$ cat config.mk
export PLATFORM = sky130hd
export DESIGN_NAME = dispatch_scheduler
export DESIGN_NICKNAME = d
export VERILOG_FILES = /design/src/rtl/dispatch_scheduler.sv
export SDC_FILE = /design/constraint.sdc
export NUM_CORES = 1
export LEC_CHECK = 0
export ABC_AREA = 1
export CORE_MARGIN = 2
export CORE_UTILIZATION = 35
export DETAILED_ROUTE_END_ITERATION = 16
export PLACE_DENSITY = 0.56
export SETUP_SLACK_MARGIN = 0.15
export SYNTH_ARGS = -nofsm -noshare
export SYNTH_HDL_FRONTEND = slang
export SYNTH_SLANG_ARGS = --single-unit
export TNS_END_PERCENT = 30
$ cat constraint.sdc
create_clock -name clk_i -period 2.7 [get_ports clk_i]
set_input_delay 0.405 -clock clk_i [delete_from_list [all_inputs] [get_ports clk_i]]
set_output_delay 0.405 -clock clk_i [all_outputs]
set_load 0.03 [all_outputs]
$ cat src/rtl/dispatch_scheduler.sv
// In-order issue queue feeding the ALU, LSU and MULDIV ports with MULDIV occupancy tracking.
// Optional DISPATCH_PERF_EN builds a saturating head-stall cycle counter on stall_cnt_o.
module dispatch_scheduler #(
    parameter int DEPTH      = 4,
    parameter int MULDIV_LAT = 4
) (
    input  logic        clk_i,
    input  logic        rst_ni,
    input  logic        inst_valid_i,
    input  logic [31:0] inst_i,
    input  logic [3:0]  class_i,
    output logic        inst_ready_o,
    input  logic        flush_i,
    output logic        alu_valid_o,
    output logic [31:0] alu_inst_o,
    input  logic        alu_ready_i,
    output logic        lsu_valid_o,
    output logic [31:0] lsu_inst_o,
    input  logic        lsu_ready_i,
    output logic        muldiv_valid_o,
    output logic [31:0] muldiv_inst_o,
    input  logic        muldiv_ready_i,
    output logic        illegal_o,
    output logic [31:0] stall_cnt_o
);

    localparam int AW = $clog2(DEPTH);
    localparam int CW = AW + 1;
    localparam int BW = $clog2(MULDIV_LAT + 1);

    typedef enum logic [1:0] {
        P_ALU = 2'd0,
        P_LSU = 2'd1,
        P_MUL = 2'd2
    } port_e;

    logic [31:0]   inst_q [DEPTH];
    logic [31:0]   inst_d [DEPTH];
    port_e         port_q [DEPTH];
    port_e         port_d [DEPTH];
    logic [AW-1:0] rd_q, rd_d;
    logic [AW-1:0] wr_q, wr_d;
    logic [CW-1:0] count_q, count_d;
    logic [BW-1:0] busy_q, busy_d;
    logic          illegal_q, illegal_d;

    logic          legal;
    logic          offer;
    logic          enq;
    logic          not_empty;
    logic          issue;
    logic          mul_fire;
    port_e         head_port;
    port_e         new_port;
    logic [31:0]   head_inst;

    assign legal     = $onehot(class_i);
    assign not_empty = (count_q != '0);
    assign head_port = port_q[rd_q];
    assign head_inst = inst_q[rd_q];

    assign inst_ready_o = (count_q != CW'(DEPTH));
    assign offer        = inst_valid_i && inst_ready_o;
    assign enq          = offer && legal && !flush_i;

    assign alu_valid_o    = not_empty && (head_port == P_ALU);
    assign lsu_valid_o    = not_empty && (head_port == P_LSU);
    assign muldiv_valid_o = not_empty && (head_port == P_MUL)
                            && (busy_q == '0);

    assign alu_inst_o    = head_inst;
    assign lsu_inst_o    = head_inst;
    assign muldiv_inst_o = head_inst;
    assign illegal_o     = illegal_q;

    assign mul_fire = muldiv_valid_o && muldiv_ready_i;
    assign issue    = (alu_valid_o && alu_ready_i)
                    || (lsu_valid_o && lsu_ready_i)
                    || mul_fire;

    // Branches share the ALU port with plain ALU ops.
    always_comb begin
        new_port = P_ALU;
        if (class_i[2]) begin
            new_port = P_LSU;
        end else if (class_i[1]) begin
            new_port = P_MUL;
        end
    end

    always_comb begin
        inst_d    = inst_q;
        port_d    = port_q;
        rd_d      = rd_q;
        wr_d      = wr_q;
        count_d   = count_q;
        busy_d    = busy_q;
        illegal_d = offer && !legal;

        if (enq) begin
            inst_d[wr_q] = inst_i;
            port_d[wr_q] = new_port;
        end

        if (flush_i) begin
            rd_d    = '0;
            wr_d    = '0;
            count_d = '0;
        end else begin
            if (enq) begin
                wr_d = wr_q + AW'(1);
            end
            if (issue) begin
                rd_d = rd_q + AW'(1);
            end
            count_d = count_q + CW'(enq) - CW'(issue);
        end

        if (mul_fire) begin
            busy_d = BW'(MULDIV_LAT - 1);
        end else if (busy_q != '0) begin
            busy_d = busy_q - BW'(1);
        end
    end

    always_ff @(posedge clk_i or negedge rst_ni) begin
        if (!rst_ni) begin
            for (int i = 0; i < DEPTH; i++) begin
                inst_q[i] <= '0;
                port_q[i] <= P_ALU;
            end
            rd_q      <= '0;
            wr_q      <= '0;
            count_q   <= '0;
            busy_q    <= '0;
            illegal_q <= 1'b0;
        end else begin
            inst_q    <= inst_d;
            port_q    <= port_d;
            rd_q      <= rd_d;
            wr_q      <= wr_d;
            count_q   <= count_d;
            busy_q    <= busy_d;
            illegal_q <= illegal_d;
        end
    end

`ifdef DISPATCH_PERF_EN
    logic [31:0] stall_q, stall_d;

    always_comb begin
        stall_d = stall_q;
        if (not_empty && !issue && (stall_q != 32'hFFFF_FFFF)) begin
            stall_d = stall_q + 32'd1;
        end
    end

    always_ff @(posedge clk_i or negedge rst_ni) begin
        if (!rst_ni) begin
            stall_q <= '0;
        end else begin
            stall_q <= stall_d;
        end
    end

    assign stall_cnt_o = stall_q;
`else
    assign stall_cnt_o = '0;
`endif

endmodule
### Word-level counts from Yosys, hierarchy flattened

Index checks and enable logic that the tools add are counted.
Widths: inputs -> output; s select.

* add/subtract/negate cells: 8
* magnitude comparators: 3
* eq/ne operators: 4
* multiplexer cells: 21
* bitwise gates (word level): 2
* reductions and logical operators: 23

Operators with widths (count)
* $bwmux 128: 1
* $mux 32: 3
* $bmux 32 s2: 1
* $demux 32 s2: 1
* $mux 2: 9
* $logic_and 1x1->1: 12
* $mux 3: 3
* $bwmux 8: 1
* $ge 3x3->1 const B: 2
* $not 2->3: 2
* $reduce_bool 2->1: 3
* $reduce_bool 3->1: 2
* $add 1x1->2: 2
* $add 2x1->2 const B: 2
* $bmux 2 s2: 1
* $demux 2 s2: 1
* $add 2x2->3: 1
* $add 3x1->3: 1
* $eq 3x1->1 const B: 1
* $logic_not 3->1: 1
* $lt 3x1->1 const B: 1
* $ne 3x3->1 const B: 1
* $sub 3x1->3: 1
* $sub 3x1->3 const B: 1
* 5 further kinds: 7

* bits in registers: 147
* input bits: 43
* output and inout port bits: 133
* logic and storage cells: 74

### Depth between registers and ports, before layout

Gate-level depths: netlist of run 1.

* word-level depth: 11
* depth in mapped cells: 16
* gate-level depth less buffers: 16

### Least setup slack after synthesis of run 1

OpenSTA, ideal clock, no wires.

* kind: input port to flip-flop
* start: input class_i[0]
* end: register count_q[2]
* setup time: 0.086 ns
* arrival time: 3.195 ns
* required time: 2.614 ns
* setup slack: -0.581 ns
* cell stages on the path: 16
* buffers on the path: 0
* cell sequence: inv_1 fa_1 inv_1 ha_1 ha_1 nor3b_4 nand3_2 nor2_8 inv_1 ha_1 inv_1 ha_1 inv_1 fa_1 and3_1 nor3_1

* longest elaborated chain between the ends: 8

RTL lines
* from (decl): line 11 `input logic [3:0] class_i,`
* $add 1x1->2 (not written as such): line 57 `assign legal = $onehot(class_i);`
* $add 2x2->3 (not written as such): line 57
* $eq 3x1->1: line 57
* $logic_and 1x1->1 (2 in series): line 64 `assign enq = offer && legal && !flush_i;`
* $add 3x1->3: line 116 `count_d = count_q + CW'(enq) - CW'(issue);`
* $sub 3x1->3: line 116
* $mux 3: line 105 `if (flush_i) begin`
* via count_d[2]: line 43 `logic [CW-1:0] count_q, count_d;`
* to (signal assigned): line 142 `count_q <= count_d;`
* to (decl): line 43

The timed path passes the listed nets, and every way through them passes these cells.
A chain may end at the register's enable or synchronous reset.

### Worst setup path in the final report of run 1

Same ends and word-level chain as after synthesis.

==> impl_metrics.tcl, run 1 <==
set metrics [dict create \
    status "completed" \
    syn_area_sq_um 7440 \
    peakVddDrop_uv 567 \
    cts-root-buf "clkbuf_16" \
    ys_async_sr_fraction_pct 100 \
    drc_errors 0 \
    synth.distinct_cells 28 \
    yosysTopAreaCell "dfrtp_1" \
    finalCritPeriodShare_pct 97.7 \
    cp_max_fo 2 \
    power_mw 10.4 \
    grt_pass1_vias 5504 \
    synth.most_common_cell "nand2_1" \
    grt_pass1_wl_um 28200 \
    power.share.clock_pct 23.3 \
    drt_pass1_iterations 5 \
    rows 53 \
    core_sq_um 21000 \
    initialDrtViolationCount 320 \
    syn-instance-count 863 \
    drive_above_1_share_pct 21.0 \
    clk_latency_ns 0.42 \
    grt_overflow 0 \
    dp.cells 1200 \
    whs_path_depth 4 \
    dpl.hpwl_um 11200 \
    vias_per_cell 4.66 \
    dieArea_sq_um 22400 \
    route.met3.wl_um 885 \
    max_cap_viol_count 0 \
    max_freq_ghz 0.379 \
    vias 5750 \
    grt_start_max_net_pins 54 \
    wire_per_inst_um 13.8 \
    cp_data_arrival_time_ns 2.98 \
    finalSetupViolCount 0 \
    dr_wl_met2_um 7740 \
    tns_ns 0 \
    skew_ns 0.00621 \
    ant_nets 0 \
    die_h_um 150 \
    grt_usage_pct 16.0 \
    r2r_cells 14 \
    worst_ep_required_time_ns 3.04 \
    start_util_pct 35.5 \
    ys.flop_type "dfrtp_1" \
    numPortBuffers 143 \
    fin_ws_ns 0.0629 \
    final_cells 1234 \
    cts_buffer_depth 2 \
    synth_edf_count 0 \
    synth-seq-cells 147 \
    yosysWarnings 0 \
    timing_hold_violations_final 0 \
    nNetsFinal 1001 \
    leakagePower_nw 4.55 \
    pwr-share-comb_pct 49.2 \
    clkSinkCount 147 \
    rsz0062_at_grt "yes" \
    cp-start-kind "input pin" \
    clk_pin_slew_worst_paths_ns 0.06 \
    antenna_found_initial 0 \
    gp_congestion 0.747 \
    io_pins 176 \
    hold_path_class "in2reg" \
    dr.max_layer_used "met4" \
    internal_power_mw 5.65 \
    worstSetupEndpointType "flop" \
    crit_type "in2reg" \
    period_needed_ns 2.64 \
    seq_area_frac_synth_pct 49.4 \
    slew_viol_final 0 \
    antenna_cells 0 \
    final_core_util_pct 43.7 \
    die_w_um 150 \
    cts.htree.levels 4 \
    sw_frac_of_total_pct 45.6 \
    wl_met1_um 8280 \
    synth_top_area_share_pct 49.4 \
    totalWireLength_um 17100 \
    p_sw_mw 4.74 \
    syn_area_per_cell_sq_um 8.62 \
    synth_common_cells "nand2_1, dfrtp_1, o21ai_0" \
    cts_tree "yes" \
    pre_cts_ws_ns -0.939 \
    cts-buffers-inserted 17 \
    area_growth_pct 23.0 \
    synthTopCellsByArea "dfrtp_1, buf_4, nand2_1" \
    seqPwrFrac_pct 27.6 \
    power_density_nw_per_um2 1130 \
]
## final cells by class
cell class,instances,area [sq um]
Fill cell,2111,11800
Inverter,57,224
Timing Repair Buffer,179,1560
Clock inverter,15,181
Multi-Input combinational cell,544,2740
Clock buffer,17,425
Sequential cell,147,3680
Tap cell,275,344
## sequential cells by signal (all words and copies together), names as in the netlist
name and count:
busy_q 3, count_q 3, illegal_o 1, inst_q 128, port_q 8, rd_q 2
wr_q 2
## final timing paths
path | from | end | slack, ns
worst max-delay path | class_i[0] | count_q[2]$_DFF_PN0_ | 0.06
worst min-delay path | class_i[1] | port_q[3]$_DFFE_PN0P_ | 0.43
worst max register to register | rd_q[0]$_DFFE_PN0P_ | count_q[2]$_DFF_PN0_ | 0.22
worst min register to register | inst_q[63]$_DFFE_PN0P_ | inst_q[63]$_DFFE_PN0P_ | 0.48
max in group asynchronous | rst_ni | port_q[7]$_DFFE_PN0P_ | 1.44
min in group asynchronous | rst_ni | inst_q[50]$_DFFE_PN0P_ | 0.52
## critical path: stages
cell	delay (ns)
buf_8	0.08
inv_8	0.02
fa_1	0.52
inv_1	0.04
ha_2	0.17
ha_4	0.22
nor3b_4	0.19
nand3_2	0.14
nor2_8	0.14
inv_4	0.04
ha_4	0.20
inv_2	0.06
ha_4	0.11
inv_2	0.03
fa_2	0.33
and3_4	0.18
nor3_2	0.09
## logic make-up after synthesis
logic type,Yosys count,synth area share [%]
AO/OA/AOI/OAI,240,17.4
XOR/XNOR,1,0.118
adder cells (fa/ha/maj),12,2.22
buffers and inverters,203,16.5
flip-flops,147,49.4
other,1,0.0504
AND/OR/NAND/NOR,259,14.3
## power groups by stage
stage	clock [mW]	sequential, mW	combinational [mW]
2_1_floorplan	0	2.85	4.36
3_3_place_gp	0	2.89	5.82
5_1_grt	2.57	2.92	5.55
4_1_cts	2.47	2.86	5.28
3_5_place_dp	0	2.90	5.86
6_report	2.42	2.86	5.11
## what timing repair did
item | 4_1_cts | 5_1_grt
pin swaps | 9 | 7
gates cloned | 0 | 0
hold buffers | 1 | 0
endpoints found under the hold margin | 47 | 0
gates resized for setup | 153 | 151
setup endpoints to repair | 236 | 93
buffers inserted | 1 | 0
## through the flow
| stage | hold WS (ns) | area [sq um] |
|---|---|---|
| 5_1_grt | 0.439 | 9160 |
| 2_1_floorplan | 0.109 | 7610 |
| 6_report | 0.426 | 9160 |
| 3_5_place_dp | 0.389 | 8800 |
| 3_3_place_gp | 0.388 | 8800 |
| 4_1_cts | 0.412 | 9360 |
## per-layer routing
layer / track usage [%] / vias up
li1: - / 2868
met1: 22.3 / 2723
met2: 25.3 / 150
met3: 3.38 / 9
met4: 4.15 / 0
met5: 0 / -
## cell usage in the layout, fill, tap and decap left out, types with 4 or more instances in the layout
cell type and instances:
buf_12 14, buf_4 22, buf_6 4, clkbuf_16 17
clkbuf_2 69, clkdlybuf4s15_1 4, clkdlybuf4s15_2 18, clkdlybuf4s50_1 40
clkinvlp_4 5, conb_1 32, dfrtp_1 146, dlygate4sd2_1 6
ha_1 6, inv_1 50, inv_2 5, nand2_1 164
nand2_4 4, nand3_1 10, nor2_1 73, o21ai_0 123
o21ai_1 67, o21ai_2 13, o22ai_1 27, o22ai_2 6
Power figures use the tool's default switching activity.
==> inputs of run 2 (changes only) <==
--- a/config.mk
+++ b/config.mk
@@ -6,6 +6,7 @@
 export NUM_CORES = 1
 export LEC_CHECK = 0
 export ABC_AREA = 1
+export CORE_ASPECT_RATIO = 1.2
 export CORE_MARGIN = 2
 export CORE_UTILIZATION = 35
 export DETAILED_ROUTE_END_ITERATION = 16
==> impl_metrics.tcl, run 2 (same netlist as run 1, synthesis figures left out) <==
set metrics [dict create \
    dieArea_sq_um 22400 \
    hold_path_class "in2reg" \
    crit_type "in2reg" \
    wire_per_inst_um 13.7 \
    top_register "inst_q" \
    drt_pass1_iterations 4 \
    grt_pass1_wl_um 27400 \
    dpl.hpwl_um 11100 \
    reg2reg_from "rd_q[0]$_DFFE_PN0P_" \
    cts-buffers-inserted 17 \
    worst_ep_required_time_ns 3.05 \
    largest_register_ffs 128 \
    reg2reg_setup_slack_ns 0.24 \
    grt_start_max_net_pins 57 \
    die_h_um 164 \
    initialDrtViolationCount 282 \
    cts-root-buf "clkbuf_16" \
    power_mw 10.8 \
    rows 58 \
    cts_buffer_depth 2 \
    power_density_nw_per_um2 1160 \
    crit_family "adder cells" \
    numPortBuffers 143 \
    antenna_found_initial 0 \
    peakVddDrop_uv 635 \
    cp_max_fo 2 \
    cp_data_arrival_time_ns 2.97 \
    pre_cts_ws_ns -0.893 \
    ant_nets 0 \
    cp_slowest_cell "fa_1" \
    max_cap_viol_count 0 \
    worstSetupEndpointType "flop" \
    vias_per_cell 4.63 \
    core_sq_um 20900 \
    finalCritPeriodShare_pct 97.2 \
    max_freq_ghz 0.381 \
    die_w_um 137 \
    fin_ws_ns 0.0760 \
    holdWs_ns 0.440 \
    nNetsFinal 999 \
    clkSinkCount 147 \
    path_buf_inv 6 \
    cp_cell_sequence "buf_8, inv_8, fa_1, inv_2, ha_4, ha_4, nor3b_4, nand3_2, nor2_8, inv_4, ha_4, inv_2, ha_4, inv_2, fa_2, and3_4, nor3_2" \
    reg.largest.list "inst_q x128, port_q x8" \
    tightest_slew_ns 0.550 \
    vias 5680 \
    leakagePower_nw 4.58 \
    final_core_util_pct 44.6 \
    cpPeakStageDelay_ns 0.54 \
    gp_congestion 0.764 \
    cts_tree "yes" \
    slew_viol_final 0 \
    r2r_end "count_q[2]$_DFF_PN0_" \
    crit_start "class_i[0]" \
    final_cell_area_sq_um 9320 \
    skew_ns 0.00675 \
    start_util_pct 35.6 \
    grt_usage_pct 15.6 \
    totalWireLength_um 16900 \
    timing_hold_violations_final 0 \
    slew_headroom_pct 63.3 \
    most-common-layout-cells "nand2_1, dfrtp_1, o21ai_0" \
    grt_pass1_vias 5485 \
    cts.htree.levels 4 \
    period_needed_ns 2.62 \
    worstHoldEndpoint "port_q[7]$_DFFE_PN0P_" \
    status "completed" \
    crit_top_cell "ha_4" \
    drive_above_1_share_pct 21.9 \
    clk_pin_slew_worst_paths_ns 0.06 \
    rsz0062_at_grt "yes" \
    grt_overflow 0 \
    clk_latency_ns 0.43 \
    hp-start "class_i[1]" \
    whs_path_depth 4 \
    io_pins 176 \
    drc_errors 0 \
    cp-start-kind "input pin" \
    area_growth_pct 25.2 \
    postPlaceCellArea_sq_um 8620 \
    final_common_cell "nand2_1" \
    antenna_cells 0 \
    finalSetupViolCount 0 \
    r2r_cells 14 \
]
[run 2: changes by cell type in the layout (fill, tap and decap cells not counted), sizes merged]
| cell | before | now |
|---|---|---|
| bufinv | 3 | 5 |
| buf | 41 | 83 |
| dlygate4sd2 | 6 | 0 |
| clkdlybuf4s15 | 22 | 28 |
| clkbuf | 86 | 42 |
| clkinvlp | 5 | 3 |
[run 2: what timing repair did]
item | CTS | global route
gates resized for setup | 130 | 62
setup buffers | 1 | 1
cloned | 0 | 0
pin swaps | 9 | 8
setup endpoints to repair | 210 | 62
hold buffers | 1 | 0
hold endpoints to repair | 53 | 0
[run 2: final cells by class]
class	count	area, sq um
fillers	2116	11600
well taps	270	338
clock inverters	15	230
clock buffers	17	425
multi-input cells	544	2780
repair buffers	177	1640
inverters	57	226
flip-flops and latches	147	3680
[run 2: tightest hold or removal path: stages]
cell and delay, ns:
buf_6 0.07, buf_4 0.10, nand2_1 0.11, o21ai_1 0.14
[run 2: per-layer routing]
layer / wire (um) / up-vias / GRT usage (%)
met1: 7820 / 2672 / 20.5
li1: - / 2862 / -
met3: 669 / 12 / 3.12
met2: 8200 / 134 / 25.8
met5: 0 / - / 0
met4: 172 / 0 / 5.01
[run 2: worst max-delay path by stage]
stage / slack (ns) / depth (start not counted) / to
global route: -0.02 / 17 / count_q[2]$_DFF_PN0_
CTS: -0.03 / 17 / count_q[2]$_DFF_PN0_
detailed placement: -0.89 / 17 / count_q[2]$_DFF_PN0_
finish: 0.08 / 17 / count_q[2]$_DFF_PN0_
global placement: -0.87 / 17 / count_q[2]$_DFF_PN0_
floorplan: -0.36 / 16 / count_q[2]$_DFF_PN0_
[run 2: power breakdown]
| group | switching (mW) | leakage (nW) | total (mW) | internal (mW) |
|---|---|---|---|---|
| Sequential | 0.224 | 1.98 | 2.86 | 2.64 |
| Clock | 0.962 | 0.310 | 2.61 | 1.65 |
| Combinational | 3.56 | 2.29 | 5.37 | 1.81 |
[run 2: per-stage QoR]
step           std cells  TNS, ns
4_1_cts             1226  -0.0287
3_5_place_dp        1192   -65.16
6_report            1227        0
3_3_place_gp        1192   -61.76
5_1_grt             1227  -0.0256
2_1_floorplan        894   -0.712
==> inputs of run 3 (changes only) <==
==> constraint.sdc (replaced) <==
create_clock -name clk_i -period 2.8 [get_ports clk_i]
set_input_delay 0.42 -clock clk_i [delete_from_list [all_inputs] [get_ports clk_i]]
set_output_delay 0.42 -clock clk_i [all_outputs]
set_load 0.03 [all_outputs]
==> impl_metrics.tcl, run 3 (same netlist as run 1, synthesis figures left out) <==
set metrics [dict create \
    slew_viol_final 0 \
    power_density_nw_per_um2 1070 \
    clk_latency_ns 0.42 \
    cts-root-buf "clkbuf_16" \
    seqPwrFrac_pct 27.8 \
    cts_buffer_depth 2 \
    power.share.clock_pct 21.1 \
    sw_frac_of_total_pct 45.6 \
    holdWs_ns 0.473 \
    worst_ep_required_time_ns 3.15 \
    cp-start-kind "input pin" \
    drive_above_1_share_pct 15.2 \
    p_sw_mw 4.53 \
    antenna_found_initial 0 \
    grt_overflow 0 \
    cp_data_arrival_time_ns 3.00 \
    grt_usage_pct 15.9 \
    nNetsFinal 1000 \
    wire_per_inst_um 14.0 \
    grt-busiest-layer "met2" \
    cts-buffers-inserted 17 \
    io_pins 176 \
    gp_congestion 0.723 \
    grt_pass1_vias 5468 \
    vias_per_cell 4.72 \
    rsz0062_at_grt "yes" \
    use_met3_pct 3.27 \
    drt_pass1_iterations 4 \
    totalWireLength_um 17200 \
    final_common_cell "nand2_1" \
    top_register "inst_q" \
    start_util_pct 35.6 \
    skew_ns 0.00664 \
    final_core_util_pct 44.3 \
    core_sq_um 20900 \
    numPortBuffers 143 \
    grt_util_met2_pct 26.3 \
    reg.largest.list "inst_q x128, port_q x8" \
    die_h_um 164 \
    tightest_slew_ns 0.588 \
    rows 58 \
    max_freq_ghz 0.376 \
    crit_type "in2reg" \
    cts_tree "yes" \
    most-common-layout-cells "nand2_1, dfrtp_1, o21ai_0" \
    die_w_um 137 \
    largest_register_ffs 128 \
    clkSinkCount 147 \
    grt_start_max_net_pins 60 \
    leakagePower_nw 4.62 \
    period_needed_ns 2.66 \
    use_met1_pct 20.6 \
    ant_nets 0 \
    whs_path_depth 4 \
    finalCritPeriodShare_pct 95.0 \
    status "completed" \
    cts.htree.levels 4 \
    dpl.hpwl_um 11200 \
    worstSetupEndpointType "flop" \
    area_growth_pct 24.4 \
    antenna_cells 0 \
    clk_pin_slew_worst_paths_ns 0.06 \
    r2r_cells 14 \
    max_cap_viol_count 0 \
    hold_path_class "in2reg" \
    cp_max_fo 2 \
    pwr-share-comb_pct 51.1 \
    peakVddDrop_uv 541 \
    grt_pass1_wl_um 28000 \
    internal_power_mw 5.41 \
    drc_errors 0 \
    finalSetupViolCount 0 \
    dieArea_sq_um 22400 \
    timing_hold_violations_final 0 \
    initialDrtViolationCount 324 \
    vias 5786 \
    slew_headroom_pct 60.8 \
]
[run 3: changes by cell type in the layout (fill, tap and decap cells not counted), sizes merged]
cell / previous run / this run
dlymetal6s2s: 0 / 1
clkbuf: 42 / 35
dlygate4sd2: 0 / 57
buf: 83 / 43
clkdlybuf4s15: 28 / 21
inv: 60 / 59
clkinvlp: 3 / 5
bufinv: 5 / 0
[run 3: per-layer routing]
metal	vias to the layer above	wire length, um
li1	2858	-
met1	2783	7770
met2	125	8480
met3	20	663
met4	0	260
met5	-	0
[run 3: what timing repair did]
item                                    4_1_cts  5_1_grt
pin swaps                                     9        9
hold endpoints to repair                     21        0
setup buffers                                 2        2
endpoints found under the setup margin      213       70
hold buffers                                  1        0
gates resized for setup                     157       37
[run 3: cell type report]
class | count | area [sq um]
fillers | 2127 | 11600
well taps | 270 | 338
inverters | 57 | 221
multi-input cells | 544 | 2720
clock inverters | 11 | 78.8
clock buffers | 20 | 467
repair buffers | 178 | 1750
flip-flops and latches | 147 | 3680
[run 3: metrics by stage]
step / worst slack, ns / setup TNS (ns) / cells / power, mW / instance area, sq um
2_1_floorplan: -0.363 / -0.703 / 894 / 6.92 / 7570
3_3_place_gp: -0.808 / -43.05 / 1191 / 8.39 / 8720
3_5_place_dp: -0.844 / -45.55 / 1191 / 8.44 / 8720
4_1_cts: -0.0911 / -0.0911 / 1225 / 10.1 / 9270
5_1_grt: 0.0208 / 0 / 1227 / 10.6 / 9260
6_report: 0.140 / 0 / 1227 / 9.94 / 9260
[run 3: power by group through the flow]
stage | logic [mW] | registers [mW] | clock network, mW
3_5_place_dp | 5.64 | 2.79 | 0
4_1_cts | 5.15 | 2.76 | 2.15
5_1_grt | 5.50 | 2.82 | 2.25
6_report | 5.08 | 2.76 | 2.10
2_1_floorplan | 4.18 | 2.74 | 0
3_3_place_gp | 5.60 | 2.79 | 0
[run 3: critical path, cell delays in order]
cell	delay, ns
buf_8	0.08
inv_4	0.03
fa_1	0.52
inv_1	0.04
ha_2	0.17
ha_4	0.21
nor3b_4	0.20
nand3_2	0.15
nor2_8	0.14
inv_4	0.04
ha_4	0.20
inv_2	0.06
ha_4	0.11
inv_2	0.03
fa_2	0.33
and3_4	0.17
nor3_2	0.09
[run 3: path summary, 6_finish.rpt]
path,from,endpoint,slack [ns]
setup / recovery,class_i[1],count_q[2]$_DFF_PN0_,0.14
hold / removal,class_i[1],port_q[7]$_DFFE_PN0P_,0.47
setup reg to reg,rd_q[0]$_DFFE_PN0P_,count_q[2]$_DFF_PN0_,0.28
hold reg to reg,inst_q[66]$_DFFE_PN0P_,inst_q[66]$_DFFE_PN0P_,0.48
max in group asynchronous,rst_ni,inst_q[116]$_DFFE_PN0P_,1.52
min in group asynchronous,rst_ni,count_q[2]$_DFF_PN0_,0.54
